### src/rtl/sha3_pkg.sv
// Shared constants and FSM state type for the SHA3-256 block padder.
package sha3_pkg;
    localparam int unsigned RATE_BITS  = 1088;
    localparam int unsigned RATE_WORDS = 17;
    localparam int unsigned RATE_BYTES = 136;

    localparam logic [7:0] SHA3_DOMAIN_PAD = 8'h06;
    localparam logic [7:0] SHA3_FINAL_PAD  = 8'h80;

    typedef enum logic [1:0] {
        FILL,
        SEND,
        PADBLK
    } state_t;
endpackage

### src/rtl/sha3_last_word_pad.sv
// Final-word handling: masks bytes >= n and inserts the 0x06 domain byte at byte n.
module sha3_last_word_pad #(
    parameter int unsigned WORD_W     = 64,
    parameter int unsigned LANE_W     = 5,
    parameter int unsigned RATE_WORDS = 17
) (
    input  logic [WORD_W-1:0] data,
    input  logic [3:0]        nbytes,
    input  logic [LANE_W-1:0] lane,
    output logic [WORD_W-1:0] word,
    output logic              spill,
    output logic              overflow
);
    import sha3_pkg::*;

    localparam int unsigned BYTES_PER_WORD = WORD_W / 8;

    int unsigned n;

    always_comb begin
        n = (nbytes > 4'd8) ? 8 : 32'(nbytes);
        word = '0;
        for (int unsigned k = 0; k < BYTES_PER_WORD; k++) begin
            if (k < n)
                word[8*k +: 8] = data[8*k +: 8];
            else if (k == n)
                word[8*k +: 8] = SHA3_DOMAIN_PAD;
        end
        // A full final word pushes 0x06 into byte 0 of the next lane, or into a whole new block.
        spill    = (n == BYTES_PER_WORD) && (32'(lane) != RATE_WORDS - 1);
        overflow = (n == BYTES_PER_WORD) && (32'(lane) == RATE_WORDS - 1);
    end
endmodule

### src/rtl/sha3_padder.sv
// Assembles 64-bit message words into padded 1088-bit rate blocks for SHA3TOP.
module sha3_padder #(
    parameter int unsigned RATE_WORDS = 17,
    parameter int unsigned WORD_W     = 64
) (
    input  logic                         clk,
    input  logic                         rst_n,
    input  logic [WORD_W-1:0]            s_data,
    input  logic                         s_valid,
    input  logic                         s_last,
    input  logic [3:0]                   s_bytes,
    output logic                         s_ready,
    output logic [RATE_WORDS*WORD_W-1:0] in_data,
    output logic                         in_valid,
    output logic                         more,
    input  logic                         hash_next
);
    import sha3_pkg::*;

    localparam int unsigned LANE_W = $clog2(RATE_WORDS);
    localparam int unsigned BLK_W  = RATE_WORDS * WORD_W;
    localparam logic [BLK_W-1:0] PAD_ONLY =
        {SHA3_FINAL_PAD, {(BLK_W-16){1'b0}}, SHA3_DOMAIN_PAD};

    state_t            state, state_next;
    logic [LANE_W-1:0] wcnt;
    logic              pending;
    logic              run;
    logic [BLK_W-1:0]  blk;
    logic [BLK_W-1:0]  blk_final;
    logic [WORD_W-1:0] last_word;
    logic              spill;
    logic              overflow;
    logic              xfer;
    logic              last_lane;
    logic [31:0]       lane_base;

    sha3_last_word_pad #(
        .WORD_W    (WORD_W),
        .LANE_W    (LANE_W),
        .RATE_WORDS(RATE_WORDS)
    ) u_last_pad (
        .data    (s_data),
        .nbytes  (s_bytes),
        .lane    (wcnt),
        .word    (last_word),
        .spill   (spill),
        .overflow(overflow)
    );

    // run holds s_ready low until the first edge after reset release.
    assign s_ready   = run && (state == FILL);
    assign xfer      = s_valid && s_ready;
    assign in_valid  = (state == SEND) && hash_next;
    assign in_data   = blk;
    assign last_lane = (wcnt == LANE_W'(RATE_WORDS - 1));
    assign lane_base = 32'(wcnt) * WORD_W;

    // Lanes above the current one are already zero because the buffer is cleared per block.
    always_comb begin
        blk_final = blk;
        blk_final[lane_base +: WORD_W] = last_word;
        if (spill)
            blk_final[lane_base + WORD_W +: 8] = SHA3_DOMAIN_PAD;
        if (!overflow)
            blk_final[BLK_W-1 -: 8] = blk_final[BLK_W-1 -: 8] | SHA3_FINAL_PAD;
    end

    always_ff @(posedge clk or negedge rst_n) begin
        if (!rst_n)
            state <= FILL;
        else
            state <= state_next;
    end

    always_comb begin
        state_next = state;
        case (state)
            FILL:    if (xfer && (s_last || last_lane)) state_next = SEND;
            SEND:    if (hash_next) state_next = pending ? PADBLK : FILL;
            PADBLK:  state_next = SEND;
            default: state_next = FILL;
        endcase
    end

    always_ff @(posedge clk or negedge rst_n) begin
        if (!rst_n) begin
            blk     <= '0;
            wcnt    <= '0;
            pending <= 1'b0;
            more    <= 1'b0;
            run     <= 1'b0;
        end else begin
            run <= 1'b1;
            case (state)
                FILL: begin
                    if (xfer) begin
                        if (!s_last) begin
                            blk[lane_base +: WORD_W] <= s_data;
                            if (last_lane) begin
                                more <= 1'b1;
                                wcnt <= '0;
                            end else begin
                                wcnt <= wcnt + 1'b1;
                            end
                        end else begin
                            blk     <= blk_final;
                            more    <= overflow;
                            pending <= overflow;
                            wcnt    <= '0;
                        end
                    end
                end
                SEND: begin
                    if (hash_next && !pending)
                        blk <= '0;
                end
                PADBLK: begin
                    blk     <= PAD_ONLY;
                    more    <= 1'b0;
                    pending <= 1'b0;
                end
                default: ;
            endcase
        end
    end
endmodule

### config.mk
export PLATFORM = sky130hd
export DESIGN_NAME = sha3_padder
export DESIGN_NICKNAME = d
export VERILOG_FILES = /design/src/rtl/sha3_pkg.sv /design/src/rtl/sha3_last_word_pad.sv /design/src/rtl/sha3_padder.sv
export SDC_FILE = /design/constraint.sdc
export NUM_CORES = 2
export LEC_CHECK = 0
export CORE_AREA = 5 5 454 456
export DETAILED_ROUTE_END_ITERATION = 6
export DIE_AREA = 0 0 459 461
export SYNTH_ARGS = -nofsm -noshare
export SYNTH_HDL_FRONTEND = slang
export SYNTH_HIERARCHICAL = 1
export SYNTH_SLANG_ARGS = --single-unit
export TNS_END_PERCENT = 30
### constraint.sdc
create_clock -name clk -period 5.2 [get_ports clk]
set_clock_uncertainty 0.1 [all_clocks]
set_input_delay 1.04 -clock clk [delete_from_list [all_inputs] [get_ports clk]]
set_output_delay 1.04 -clock clk [all_outputs]
set_load 0.01 [all_outputs]
==> Flow_metrics.wiki <==
{| class="wikitable"
! Metric !! Value
|-
| Outcome || finished, final reports clean
|-
| R2R Path Start || wcnt[3]
|-
| Register-to-register setup slack || 1.04 ns
|-
| Count of port buffers added during placement || around 1,200
|-
| Fin crit share || about 80%
|-
| Max_slew headroom || roughly 14%
|-
| Number of warnings printed during yosys synthesis || 6
|-
| Core area || approximately 200,000 µm²
|-
| Count of maximum capacitance violations || 0
|-
| Hold buffers post-CTS || 0
|-
| Worst r2r dst || in_data[660]
|-
| Fraction of post-synthesis cell area in the top cell type by area || a little under three fifths
|-
| Main area contributors after synthesis || sky130_fd_sc_hd__dfrtp_1 (56%), sky130_fd_sc_hd__a21oi_1 (6.8%), sky130_fd_sc_hd__nand2_1 (5.7%), sky130_fd_sc_hd__nor2_1 (3.9%), sky130_fd_sc_hd__nand3_1 (3.8%)
|-
| Post-route core utilization || between 30% and 40%
|-
| Clk slew on worst S/H paths || 0.06 ns
|-
| Proportion of synthesized chip area in sequential cells || 55.7%
|-
| TritonCTS Buffers || 137
|-
| First drt pass iteration count || 6
|-
| Timing startpoint of the critical path || wcnt[3]
|-
| Clock network latency to the later pin of the worst-skew pair || between 0.7 and 0.8 ns
|-
| Gp weighted congestion || roughly 1
|-
| Cell type with the largest total area after synthesis || sky130_fd_sc_hd__dfrtp_1
|-
| Tightest Pin Transition || ~1.3 ns
|-
| Total via count in the routed design || between 50,000 and 60,000
|-
| Height of the chip || ~460 µm
|-
| Final count of hold timing violations || 0
|-
| Vias per Instance || about 5.6
|-
| Initial DRC count || 6,197
|-
| Post-DP HPWL || about 260,000 µm
|-
| Final-report max-slew violation count || 0
|-
| Power density over cell area || 468 nW/µm²
|-
| Most used flip-flop cell after synthesis || sky130_fd_sc_hd__dfrtp_1
|-
| Setup violations, final || 0
|-
| Total standard cell area after synthesis || slightly below 50,000 µm²
|-
| IR Drop Worst-Case VDD || ~0.00044 V
|-
| Commonest cells in the synthesized netlist || sky130_fd_sc_hd__dfrtp_1 (1,098), sky130_fd_sc_hd__nand2_1 (754), sky130_fd_sc_hd__a21oi_1 (668), sky130_fd_sc_hd__nor2_1 (518), sky130_fd_sc_hd__nand3_1 (377)
|-
| Initial antenna violation count || 47
|-
| Overall Global Routing Usage || 32.2%
|-
| Overall overflow remaining after global route || 0
|-
| CP Data Required Time || about 5.8 ns
|-
| Syn_area_per_cell || between 9 and 10 µm²
|-
| Depth of the worst register-to-register path || 6
|-
| Largest stage delay on the critical path || 1.10 ns
|-
| Setup repair after global routing missed its margin || no
|-
| Number of filler cells placed in the layout || 20,400
|-
| Cell count after synthesis || about 5,300
|-
| Kind of launch point of the worst setup path || register
|-
| Wire length of the first global-routing pass || ~470,000 µm
|-
| NumNets Final || roughly 6,600
|-
| Leak Pwr || roughly 30 nW
|-
| Wire per inst || ~38 µm
|-
| Vias in the first global route || 49,700
|-
| Total clock sinks || between 1,000 and 1,500
|-
| Crit. path cell count || 6
|-
| Setup TNS || 0 ns
|-
| Total length of routed wires || 355,000 µm
|-
| Die footprint || 212,000 µm²
|-
| Crit path cell chain || or3_1 -> a21oi_4 -> or2_2 -> and3_1 -> nand3_1 -> a21oi_1
|-
| Clock tree from TritonCTS || done
|-
| DRC errors left || 0
|-
| Site Rows || 165
|-
| Critical path destination || in_data[660]
|-
| Initial cell density of the core || 24.5%
|-
| Number of library cell types mapped by synthesis || a little over 100
|-
| Width of the die || between 400 and 500 µm
|-
| Cell with the largest stage delay on the worst path || sky130_fd_sc_hd__and3_1
|-
| Pin count of the biggest net entering global routing || 117
|-
| Number of storage elements in the synthesis netlist || around 1,100
|-
| Fraction of final layout cells sized beyond drive strength 1 || approximately an eighth
|-
| Number of setup buffers added after CTS || 0
|-
| Peak Freq || 241 MHz
|-
| Minimum clock period || 4.16 ns
|-
| H-tree level count || 4
|-
| Signal arrival time at the worst endpoint || approximately 4.8 ns
|-
| Post-route worst setup slack || approximately 1.0 ns
|-
| Worst min path class || in -> async
|-
| Most instantiated library cell after synthesis || sky130_fd_sc_hd__dfrtp_1
|-
| Root Buffer || sky130_fd_sc_hd__clkbuf_16
|-
| Worst Path Class, Setup || reg -> reg
|-
| Worst setup timing slack at the placement stage || between 0.5 and 0.6 ns
|-
| CP Max Fanout || 16
|-
| Bufs and invs on worst path || 0
|-
| Family with the most delay on the worst path || simple AND/OR/NAND/NOR gates
|-
| Area overhead of the layout relative to synthesis || 44.4%
|-
| Top-Level Pins || 1,164
|-
| Clock tree buffer depth || 3
|-
| Number of flops mapped to enable cells by yosys || 0
|-
| Type of element capturing the critical path || register
|-
| Post-cts repair resize count || 0
|-
| Net count after synthesis || between 5,000 and 6,000
|-
| Number of routed nets with antenna violations || 0
|-
| Share of synthesized registers carrying an async set or reset || 100%
|}
cells in the final DEF (no fill, tap or decap), types with 15 or more instances in the layout:
cell type / n
sky130_fd_sc_hd__a211oi_1: 30
sky130_fd_sc_hd__a21oi_1: 668
sky130_fd_sc_hd__a221oi_1: 57
sky130_fd_sc_hd__a22o_1: 126
sky130_fd_sc_hd__a22oi_1: 141
sky130_fd_sc_hd__a31oi_1: 37
sky130_fd_sc_hd__a32oi_1: 39
sky130_fd_sc_hd__and2_1: 15
sky130_fd_sc_hd__and3_1: 20
sky130_fd_sc_hd__buf_12: 62
sky130_fd_sc_hd__buf_4: 296
sky130_fd_sc_hd__clkbuf_1: 23
sky130_fd_sc_hd__clkbuf_16: 140
sky130_fd_sc_hd__clkbuf_8: 24
sky130_fd_sc_hd__clkdlybuf4s50_1: 1160
sky130_fd_sc_hd__dfrtp_1: 1098
sky130_fd_sc_hd__diode_2: 23
sky130_fd_sc_hd__inv_1: 22
sky130_fd_sc_hd__mux2i_1: 19
sky130_fd_sc_hd__nand2_1: 750
sky130_fd_sc_hd__nand3_1: 376
sky130_fd_sc_hd__nand4_1: 32
sky130_fd_sc_hd__nor2_1: 459
sky130_fd_sc_hd__nor2_2: 17
sky130_fd_sc_hd__nor2_4: 48
sky130_fd_sc_hd__nor2b_1: 41
sky130_fd_sc_hd__nor3_1: 250
sky130_fd_sc_hd__nor4_1: 22
sky130_fd_sc_hd__o211ai_1: 20
sky130_fd_sc_hd__o21ai_0: 216
registers in the layout, summed over array words and instances (netlist names), named ones only:
| register | flops |
|---|---|
| in_data | 1085 |
| wcnt | 5 |
| state | 2 |
| more | 1 |
| pending | 1 |
| run | 1 |
worst reg2reg max path, cell delays in order (launching register included):
cell	delay, ns
sky130_fd_sc_hd__dfrtp_1	0.70
sky130_fd_sc_hd__or3_1	0.72
sky130_fd_sc_hd__a21oi_4	0.46
sky130_fd_sc_hd__or2_2	0.56
sky130_fd_sc_hd__and3_1	1.11
sky130_fd_sc_hd__nand3_1	0.22
sky130_fd_sc_hd__a21oi_1	0.20
worst min-delay path by stage:
stage | depth (start not counted) | start | to | slack (ns)
after CTS | 1 | rst_n | in_data[495] | 0.16
after global routing | 1 | rst_n | in_data[239] | 0.23
after detailed placement | 2 | in_data[531] | in_data[531] | 0.37
final | 1 | rst_n | in_data[239] | 0.22
after global placement | 2 | in_data[16] | in_data[16] | 0.36
after floorplan | 1 | pending | state[1] | 0.41
power breakdown:
| group | total (mW) | internal [mW] | switching, mW |
|---|---|---|---|
| sequential | 9.66 | 9.16 | 0.497 |
| combinational | 13.6 | 3.29 | 10.4 |
| clock | 10.0 | 5.82 | 4.20 |
| total | 33.3 | 18.3 | 15.1 |
layout make-up:
class                   instances  area (µm²)  share of cell area [%]
flip-flops and latches       1098       27500                    38.5
multi-input cells            3693       20600                    28.9
repair buffers               1520       15100                    21.2
clock buffers                 187        3920                    5.50
well taps                    2672        3340                    4.69
clock inverters                50         701                   0.983
inverters                      24        90.1                   0.126
diodes                         23        57.6                  0.0807
cells by family (layout without fill, tap and decap cells):
group | count (synthesis) | after routing | synth area share, %
adders and majority gates | 14 | 14 | 0.355
muxes | 49 | 49 | 1.02
AOI/OAI and AO/OA | 1503 | 1503 | 19.3
other | 1 | 24 | 0.00760
and+or+nand+nor | 2123 | 2123 | 19.1
DFF | 1098 | 1098 | 55.7
buffers and inverters | 523 | 1781 | 4.46
xor gates and xnor gates | 3 | 3 | 0.0685
metrics by stage:
stage | std cells | hold WS, ns | area (µm²) | power, mW
2_1_floorplan | 5314 | 0.407 | 49400 | 14.5
3_3_place_gp | 9007 | 0.365 | 66600 | 23.2
3_5_place_dp | 9007 | 0.368 | 66600 | 23.2
4_1_cts | 9244 | 0.160 | 71200 | 33.3
5_1_grt | 9253 | 0.228 | 71200 | 34.0
6_report | 9267 | 0.217 | 71300 | 33.3
per-layer routing:
metal	wire (µm)	track usage, %
met5	172	0
met2	151000	47.3
met1	133000	38.5
met3	42200	12.6
met4	29800	22.8
Power figures use the tool's default switching activity.
